File: src/rtl/wbp2classic.sv
// wbp2classic: Wishbone pipelined slave port -> Wishbone classic master port.
//
// Pipelined requests are queued in a small FIFO and replayed downstream one
// at a time as classic single transfers (CTI=000). The head entry stays in
// the FIFO while its downstream transfer is outstanding. It is popped on
// the downstream ack, and if another entry is queued behind it, that entry
// is loaded at the same edge. Responses therefore return upstream in
// request order.
//
// Ports
//   i_clk, i_reset_n         clock, asynchronous active-low reset
//   i_scyc .. i_ssel         upstream pipelined request
//   o_sstall                 upstream stall (from registered state and i_scyc)
//   o_sack, o_sdata, o_serr  upstream response, one cycle per request
//   o_mcyc .. o_msel         downstream classic request, all registered
//   o_mcti, o_mbte           constant classic-cycle tags
//   i_mack, i_mdata, i_merr  downstream response
//
// States
//   IDLE | no downstream transfer; issue the FIFO head if one is present
//   BUSY | downstream transfer outstanding; outputs held until ack or err
//   ERR  | downstream error seen; stall upstream until i_scyc drops

module wbp2classic #(
  parameter int AW     = 12,
  parameter int DW     = 32,
  parameter int LGFIFO = 2
) (
  input  logic              i_clk,
  input  logic              i_reset_n,
  // upstream (pipelined)
  input  logic              i_scyc,
  input  logic              i_sstb,
  input  logic              i_swe,
  input  logic [AW-1:0]     i_saddr,
  input  logic [DW-1:0]     i_sdata,
  input  logic [DW/8-1:0]   i_ssel,
  output logic              o_sstall,
  output logic              o_sack,
  output logic [DW-1:0]     o_sdata,
  output logic              o_serr,
  // downstream (classic)
  output logic              o_mcyc,
  output logic              o_mstb,
  output logic              o_mwe,
  output logic [AW-1:0]     o_maddr,
  output logic [DW-1:0]     o_mdata,
  output logic [DW/8-1:0]   o_msel,
  output logic [2:0]        o_mcti,
  output logic [1:0]        o_mbte,
  input  logic              i_mack,
  input  logic [DW-1:0]     i_mdata,
  input  logic              i_merr
);

  localparam int SW    = DW / 8;
  localparam int PW    = LGFIFO + 1;
  localparam int DEPTH = 1 << LGFIFO;
  localparam int EW    = 1 + AW + DW + SW;

  typedef enum logic [1:0] {
    IDLE = 2'd0,
    BUSY = 2'd1,
    ERR  = 2'd2
  } state_t;

  state_t state, state_nxt;

  // request FIFO
  logic [EW-1:0]     mem [DEPTH];
  logic [PW-1:0]     wr_ptr, rd_ptr, wr_ptr_nxt, count;
  logic [LGFIFO-1:0] rd_idx, nxt_idx;
  logic              empty, full, push;
  logic [EW-1:0]     head_ent, next_ent, load_ent;

  // decoded per-edge actions
  logic load_head, load_next, pop, flush, ack_evt, err_evt;

  assign o_mcti = 3'b000;
  assign o_mbte = 2'b00;

  // Pointers carry one extra bit so full (MSBs differ) and empty (equal)
  // are distinguishable; the difference is the occupancy.
  assign count = wr_ptr - rd_ptr;
  assign empty = (wr_ptr == rd_ptr);
  assign full  = (count == PW'(DEPTH));

  // Never a function of i_sstb, so a master may use it to decide on stb.
  assign o_sstall = full || (state == ERR) || !i_scyc;
  assign push     = i_scyc && i_sstb && !o_sstall;

  assign wr_ptr_nxt = wr_ptr + PW'(push);
  assign rd_idx     = rd_ptr[LGFIFO-1:0];
  assign nxt_idx    = rd_idx + LGFIFO'(1);
  assign head_ent   = mem[rd_idx];
  assign next_ent   = mem[nxt_idx];
  assign load_ent   = load_head ? head_ent : next_ent;

  // ---------------------------------------------------------------------
  // FSM: state register
  // ---------------------------------------------------------------------
  always_ff @(posedge i_clk or negedge i_reset_n) begin
    if (!i_reset_n) begin
      state <= IDLE;
    end else begin
      state <= state_nxt;
    end
  end

  // ---------------------------------------------------------------------
  // FSM: next state
  // ---------------------------------------------------------------------
  always_comb begin
    state_nxt = state;
    if (!i_scyc) begin
      state_nxt = IDLE;
    end else begin
      case (state)
        IDLE: begin
          if (!empty) state_nxt = BUSY;
        end
        BUSY: begin
          if (i_merr) begin
            state_nxt = ERR;
          end else if (i_mack && (count == PW'(1))) begin
            // the entry being acked is the last one held
            state_nxt = IDLE;
          end
        end
        ERR:     state_nxt = ERR;
        default: state_nxt = IDLE;
      endcase
    end
  end

  // ---------------------------------------------------------------------
  // FSM: action decode
  // ---------------------------------------------------------------------
  always_comb begin
    load_head = 1'b0;
    load_next = 1'b0;
    pop       = 1'b0;
    flush     = 1'b0;
    ack_evt   = 1'b0;
    err_evt   = 1'b0;
    if (!i_scyc) begin
      // upstream abandoned the cycle: drop everything, answer nothing
      flush = 1'b1;
    end else begin
      case (state)
        IDLE: begin
          load_head = !empty;
        end
        BUSY: begin
          if (i_merr) begin
            // error wins over a simultaneous ack
            err_evt = 1'b1;
            flush   = 1'b1;
          end else if (i_mack) begin
            ack_evt   = 1'b1;
            pop       = 1'b1;
            load_next = (count > PW'(1));
          end
        end
        default: ;
      endcase
    end
  end

  // ---------------------------------------------------------------------
  // FIFO pointers and storage
  // ---------------------------------------------------------------------
  always_ff @(posedge i_clk or negedge i_reset_n) begin
    if (!i_reset_n) begin
      wr_ptr <= '0;
      rd_ptr <= '0;
    end else begin
      wr_ptr <= wr_ptr_nxt;
      // A flush also discards a request accepted on the same edge, so
      // nothing queued behind an error is ever issued.
      if (flush) begin
        rd_ptr <= wr_ptr_nxt;
      end else if (pop) begin
        rd_ptr <= rd_ptr + PW'(1);
      end
    end
  end

  always_ff @(posedge i_clk) begin
    if (push) begin
      mem[wr_ptr[LGFIFO-1:0]] <= {i_swe, i_saddr, i_sdata, i_ssel};
    end
  end

  // ---------------------------------------------------------------------
  // Registered downstream request and upstream response
  // ---------------------------------------------------------------------
  always_ff @(posedge i_clk or negedge i_reset_n) begin
    if (!i_reset_n) begin
      o_mcyc  <= 1'b0;
      o_mstb  <= 1'b0;
      o_mwe   <= 1'b0;
      o_maddr <= '0;
      o_mdata <= '0;
      o_msel  <= '0;
      o_sack  <= 1'b0;
      o_serr  <= 1'b0;
      o_sdata <= '0;
    end else begin
      o_sack <= ack_evt;
      o_serr <= err_evt;
      if (ack_evt) begin
        o_sdata <= i_mdata;
      end
      if (load_head || load_next) begin
        o_mcyc <= 1'b1;
        o_mstb <= 1'b1;
        {o_mwe, o_maddr, o_mdata, o_msel} <= load_ent;
      end else if (flush || pop) begin
        o_mcyc <= 1'b0;
        o_mstb <= 1'b0;
      end
    end
  end

  // ---------------------------------------------------------------------
  // Invariants
  // ---------------------------------------------------------------------
  a_one_response : assert property (@(posedge i_clk) disable iff (!i_reset_n)
    !(o_sack && o_serr));

  a_count_bound : assert property (@(posedge i_clk) disable iff (!i_reset_n)
    count <= PW'(DEPTH));

  a_cyc_stb : assert property (@(posedge i_clk) disable iff (!i_reset_n)
    o_mcyc == o_mstb);

endmodule

File: config.mk
export PLATFORM = sky130hd
export DESIGN_NAME = wbp2classic
export DESIGN_NICKNAME = d
export VERILOG_FILES = /design/src/rtl/wbp2classic.sv
export SDC_FILE = /design/constraint.sdc
export NUM_CORES = 1
export LEC_CHECK = 0
export ABC_AREA = 1
export ABC_CLOCK_PERIOD_IN_PS = 6100
export CORE_MARGIN = 2
export CORE_UTILIZATION = 25
export DETAILED_ROUTE_END_ITERATION = 12
export GPL_ROUTABILITY_DRIVEN = 0
export PLACE_DENSITY_LB_ADDON = 0.1
export REMOVE_ABC_BUFFERS = 1
export SLEW_MARGIN = 20
export SYNTH_ARGS = -nofsm -noshare
export SYNTH_HDL_FRONTEND = slang
export SYNTH_SLANG_ARGS = --single-unit
File: constraint.sdc
create_clock -name i_clk -period 6.1 [get_ports i_clk]
set_clock_uncertainty 0.2 [all_clocks]
set_input_delay 1.22 -clock i_clk [delete_from_list [all_inputs] [get_ports i_clk]]
set_output_delay 1.22 -clock i_clk [all_outputs]
set_load 0.02 [all_outputs]
==> results of run 1 <==
## cell families after synthesis
logic type      share of synthesized area
flops                               0.574
xor+xnor                          0.00123
other cells                      0.000263
compound gates                    0.00359
fa+ha+maj                         0.00579
simple gates                        0.319
buf+inv                            0.0960
## state kept, by name, indices dropped and copies added, names as in the netlist
signal	count
o_mwe	1
o_mdata	32
state	2
wr_ptr	3
o_mstb	1
o_msel	4
o_sack	1
o_serr	1
o_maddr	12
rd_ptr	3
o_sdata	32
mem	196
## layer usage
metal	GRT usage	up-vias
li1	-	5702
met1	0.190	5327
met2	0.237	253
met3	0.0283	62
met4	0.0361	0
met5	0	-
## cell usage in the layout, fill, tap and decap left out, drive strengths merged
| cell | count |
|---|---|
| a21oi | 3 |
| buf | 16 |
| bufinv | 2 |
| clkbuf | 61 |
| clkdlybuf4s50 | 171 |
| clkinv | 7 |
| conb | 5 |
| dfrtp | 92 |
| diode | 1 |
| edfxtp | 196 |
| fa | 1 |
| ha | 5 |
| inv | 218 |
| nand2 | 859 |
| nand3 | 252 |
| nand4 | 2 |
| nor2 | 11 |
| o21ai | 5 |
| xnor2 | 2 |
## worst min-delay path: cells and delay by family, from the launching register on
| kind | cells | cell delay (ns) |
|---|---|---|
| flops | 1 | 0.34 |
| simple gates | 2 | 0.09 |
## power groups by stage
stage               Clock (mW)  Sequential (mW)  Combinational [mW]
finish                    2.23             2.87                4.34
CTS                       2.32             2.88                4.45
floorplan                    0             3.25                2.41
detailed placement           0             2.91                4.44
global placement             0             2.91                4.41
global route              2.39             2.93                4.94
## worst min path at each step
stage                      from     endpoint
detailed placement   o_sdata[5]   o_sdata[5]
CTS                 o_sdata[15]  o_sdata[15]
finish              o_sdata[15]  o_sdata[15]
global placement    o_sdata[26]  o_sdata[26]
floorplan             wr_ptr[2]    wr_ptr[2]
global route         o_sdata[6]   o_sdata[6]
## final cells by class
cell class                 count  area share
tap                          756      0.0530
timing repair buffer         187       0.104
antenna                        1    0.000140
clock buffer                  61      0.0650
multi-input combinational   1145       0.268
inverter                     218      0.0462
clock inverter                 9     0.00526
sequential                   288       0.459
## cells in the mapped netlist, drive strengths merged
cell type	count
ha	5
o21ai	5
nor2	11
dfrtp	92
inv	218
buf	72
nand2	859
nand3	252
conb	1
edfxtp	196
nand4	2
a21oi	3
clkbuf	30
fa	1
xnor2	2
## per-stage QoR
stage,instance area (sq um),power [mW]
final,17900,9.44
after global routing,17900,10.3
after CTS,17800,9.65
after detailed placement,16600,7.35
after global placement,16600,7.32
after floorplan,13700,5.66
==> results.cfg, run 1 <==
[timing]
slew_viol_final = 0
whs_ns = 0.267
fin_crit_sh = 0.719
slew_headroom = 0.323
fmax_mhz = 228
setup_ws_ns = 1.71
setup_violations = 0
worst_pin_slew_ns = 1.02
period_needed_ns = 4.39
final-hold-violation-count = 0
rsz0062_at_grt = no
fin_tns_setup_ns = 0

[setup_path]
worstReg2RegStart = rd_ptr[1]
cp-start-kind = flip-flop
rr_worst_depth = 5
crit_buf_inv = 2
critPathLaunch = rd_ptr[1]
crit_path_top_delay_cell = dfrtp_4
endpoint = o_sstall
path_cells = fa_1 -> inv_1 -> nand3_1 -> nand2_1 -> nand3_1 -> nand2_1 -> clkdlybuf4s50_1
r2r_slack_ns = 2.29
crit_path_max_incr_delay_ns = 0.82
cp.arrival_ns = 2.97
crit_family = flip-flops
required_ns = 4.68
rr_endpoint = mem[1][40]
crit_cells = 7
path_class = flip-flop to primary output
cp-end-kind = primary output
cp_max_fo = 53

[grt]
grt_pass1_vias = 11128
antenna_found_initial = 0
grt_usage = 0.143
grt_first_pass_wirelength_mm = 64.9
grt_start_max_net_pins = 145
grt_overflow_total = 0

[clock_tree]
cts.sinks = 288
clkLatencyLatePin_ns = 0.55
cts_setup_buffers = 0
clkTransAtPathRegs_ns = 0.05
clk_path_buf_depth = 3
cts_tree = done
h-tree-depth = 2
cts_resized = 0
holdBufCountCts = 0
cts_buffers = 38
root_buffer = clkbuf_16

[floorplanning]
core_area_sq_um = 56400
chipHeight_um = 243
initial_core_util = 0.253
rows = 87
die_w_um = 243
boundaryPins = 178
dieArea_sq_um = 59000

[placed_design]
dp_slack_ns = 1.71
place_inst = 2593
dpl.hpwl_mm = 22.6
port_buffers = 172

[finish]
fillCellCount = 5971
multi_input_area_sq_um = 4780
nets = 1971
post_route_cells_drive_above_1_share = 0.0477
stdcell_count = 2665
regArea_sq_um = 8200
finish.utilization = 0.317
areaGrowthSynthToFinish_pct = 25.1

[drt]
vias_per_cell = 4.26
wl_met3_mm = 1.89
drtIter0Drc = 647
wirelength_mm = 42.2
highest_layer = met4
wl_met2_mm = 19.5
ant_nets = 0
wl_per_cell_um = 15.8
route.detailed.drc = 0
wl_met1_mm = 20.0
vias = 11344
firstDrtPassIters = 5

[outcome]
outcome = finished clean

[synthesis]
synthCells = 1749
ys.warnings.count = 0
synthTopCellsByArea = edfxtp_1 41%, nand2_1 22%, dfrtp_1 16%
synth-seq-area-share = 0.574
synth.cell_area_sq_um = 14300
ys_seq_elements = 288
synth_area_leader_cell = edfxtp_1
synth_top_area_share = 0.412
syn_avg_cell_area_sq_um = 8.16
ys_types = 23

[power_and_ir_drop]
power.leakage_nw = 8.40
ir_drop_v = 0.000397
power_frac_seq = 0.304
clkPwrFrac = 0.236
p_switching_mw = 3.97
power-per-cell-area_nw_per_um2 = 529
combPwrFrac = 0.460
p_int_mw = 5.47
netSwitchingFraction = 0.420

[job]
drv_cap = 0

[worst_hold_path]
whs_path_depth = 2
hold_class = flip-flop to flip-flop
No activity file was read; power rests on OpenSTA's default activity.
==> run 2, diff against run 1 <==
ABC_CLOCK_PERIOD_IN_PS = 4450   (was 6100)
clock period = 4.45 ns   (was 6.1 ns; I/O delays follow)
==> run 2 against run 1 <==
Critical path depth increased by 1. Combinational power increased by 42%. Total power increased by 40%. Sequential power increased by 35%. Count of clock-buffer cells in the layout decreased by 4. Register-to-register slack got worse by 1.1 ns. Utilization increased by 0.36 points. Critical endpoint unchanged.
==> results.cfg, run 2 (synthesis gave the netlist of run 1 again) <==
[setup_path]
cp-start-kind = flip-flop
crit_path_max_incr_delay_ns = 0.62
crit_buf_inv = 2
path_class = flip-flop to primary output
cp.arrival_ns = 2.82
required_ns = 3.36
cp_max_fo = 22
path_cells = ha_1 -> fa_1 -> inv_1 -> nand3_1 -> nand2_1 -> nand3_1 -> nand2_1 -> clkdlybuf4s50_1
cp-end-kind = primary output
crit_family = buffers and inverters
crit_path_top_delay_cell = clkdlybuf4s50_1

[outcome]
outcome = finished clean

[timing]
period_needed_ns = 3.91
slew_viol_final = 0
final-hold-violation-count = 0
rsz0062_at_grt = no
setup_ws_ns = 0.542
fin_crit_sh = 0.878
slew_headroom = 0.311
worst_pin_slew_ns = 1.03
whs_ns = 0.260
setup_violations = 0
fmax_mhz = 256

[clock_tree]
cts.sinks = 288
root_buffer = clkbuf_16
cts_setup_buffers = 0
cts_tree = done
clkTransAtPathRegs_ns = 0.06
clkLatencyLatePin_ns = 0.56
cts_resized = 0
clk_path_buf_depth = 3
cts_buffers = 38
h-tree-depth = 2
holdBufCountCts = 0

[power_and_ir_drop]
power-per-cell-area_nw_per_um2 = 734
ir_drop_v = 0.000310
power.leakage_nw = 8.50

[drt]
firstDrtPassIters = 5
vias_per_cell = 4.29
route.detailed.drc = 0
ant_nets = 0
wirelength_mm = 42.6
vias = 11467
wl_per_cell_um = 15.9
drtIter0Drc = 633

[grt]
grt_usage = 0.145
antenna_found_initial = 0
grt_first_pass_wirelength_mm = 65.7
grt_overflow_total = 0
grt_pass1_vias = 11302
grt_start_max_net_pins = 127

[floorplanning]
dieArea_sq_um = 59000
initial_core_util = 0.253
boundaryPins = 178
core_area_sq_um = 56400
chipHeight_um = 243
die_w_um = 243
rows = 87

[placed_design]
dp_slack_ns = 0.967
dpl.hpwl_mm = 24.5
port_buffers = 172

[finish]
areaGrowthSynthToFinish_pct = 26.6
nets = 1980
largest_register_ffs = 196
n_antenna_cell = 0
layout_commonest_cell = nand2_1
post_route_cells_drive_above_1_share = 0.0569
layout_common_cells = 855 x nand2_1, 252 x nand3_1, 212 x inv_1, 196 x edfxtp_1, 171 x clkdlybuf4s50_1

[job]
drv_cap = 0

[worst_hold_path]
hold_class = primary input to async pin
==> run 2: changes by cell type in the layout (fill, tap and decap cells not counted), moves of 2 or more <==
cell      previous run  this run
clkbuf_1            14         5
clkinv_2             6         8
buf_4               15        19
clkbuf_8             6        11
clkinv_8             0         2
buf_12               0         6
==> run 2: worst paths after layout <==
path / startpoint / end / slack, ns / cells past startpoint
max in group asynchronous: i_reset_n / rd_ptr[0] / 2.90 / 2
worst max register to register: rd_ptr[1] / o_msel[2] / 1.20 / 12
worst max-delay path: rd_ptr[0] / o_sstall / 0.54 / 8
min in group i_clk: o_sdata[1] / o_sdata[1] / 0.27 / 2
worst min-delay path: i_reset_n / o_mdata[30] / 0.26 / 1
worst min register to register: o_sdata[1] / o_sdata[1] / 0.27 / 2
==> run 2: layer usage <==
metal	track usage	part of all wire	vias up
li1	-	-	5724
met1	0.193	0.47	5388
met2	0.236	0.46	273
met3	0.0234	0.044	82
met4	0.0538	0.029	0
met5	0	0	-
==> run 2: where the power goes <==
group	switching (mW)	internal, mW	leakage [nW]	total [mW]
logic	4.04	2.14	4.90	6.18
clock network	1.23	1.98	0.664	3.21
registers	0.340	3.53	2.93	3.87
total	5.61	7.64	8.50	13.3
==> run 2: worst register-to-register path, cell delays in order, from the launching register on <==
cell and delay (ns):
dfrtp_4 0.58, buf_4 0.61, inv_2 0.12, ha_1 0.30, nand2_1 0.04, inv_1 0.10, nand2_1 0.10, nand2_4 0.08
buf_4 0.61, nand2_1 0.16, nand2_1 0.14, nand2_1 0.06, nand2_1 0.09
==> run 2: layout make-up <==
cell class / count / area [sq um]
Fill cell: 5877 / 38300
Inverter: 218 / 825
Clock buffer: 57 / 1200
Clock inverter: 13 / 144
Tap cell: 756 / 946
Timing Repair Buffer: 196 / 1970
Sequential cell: 288 / 8200
Multi-Input combinational cell: 1145 / 4780
==> run 2: metrics by stage <==
step | instance area, sq um | utilization | cells | power, mW | setup TNS, ns
finish | 18100 | 0.320 | 2673 | 13.3 | 0
global route | 18100 | 0.320 | 2673 | 14.3 | 0
CTS | 18100 | 0.320 | 2673 | 13.5 | 0
detailed placement | 16700 | 0.297 | 2603 | 10.2 | 0
global placement | 16700 | 0.297 | 2603 | 10.2 | 0
floorplan | 13700 | - | 1651 | 7.77 | -640.92
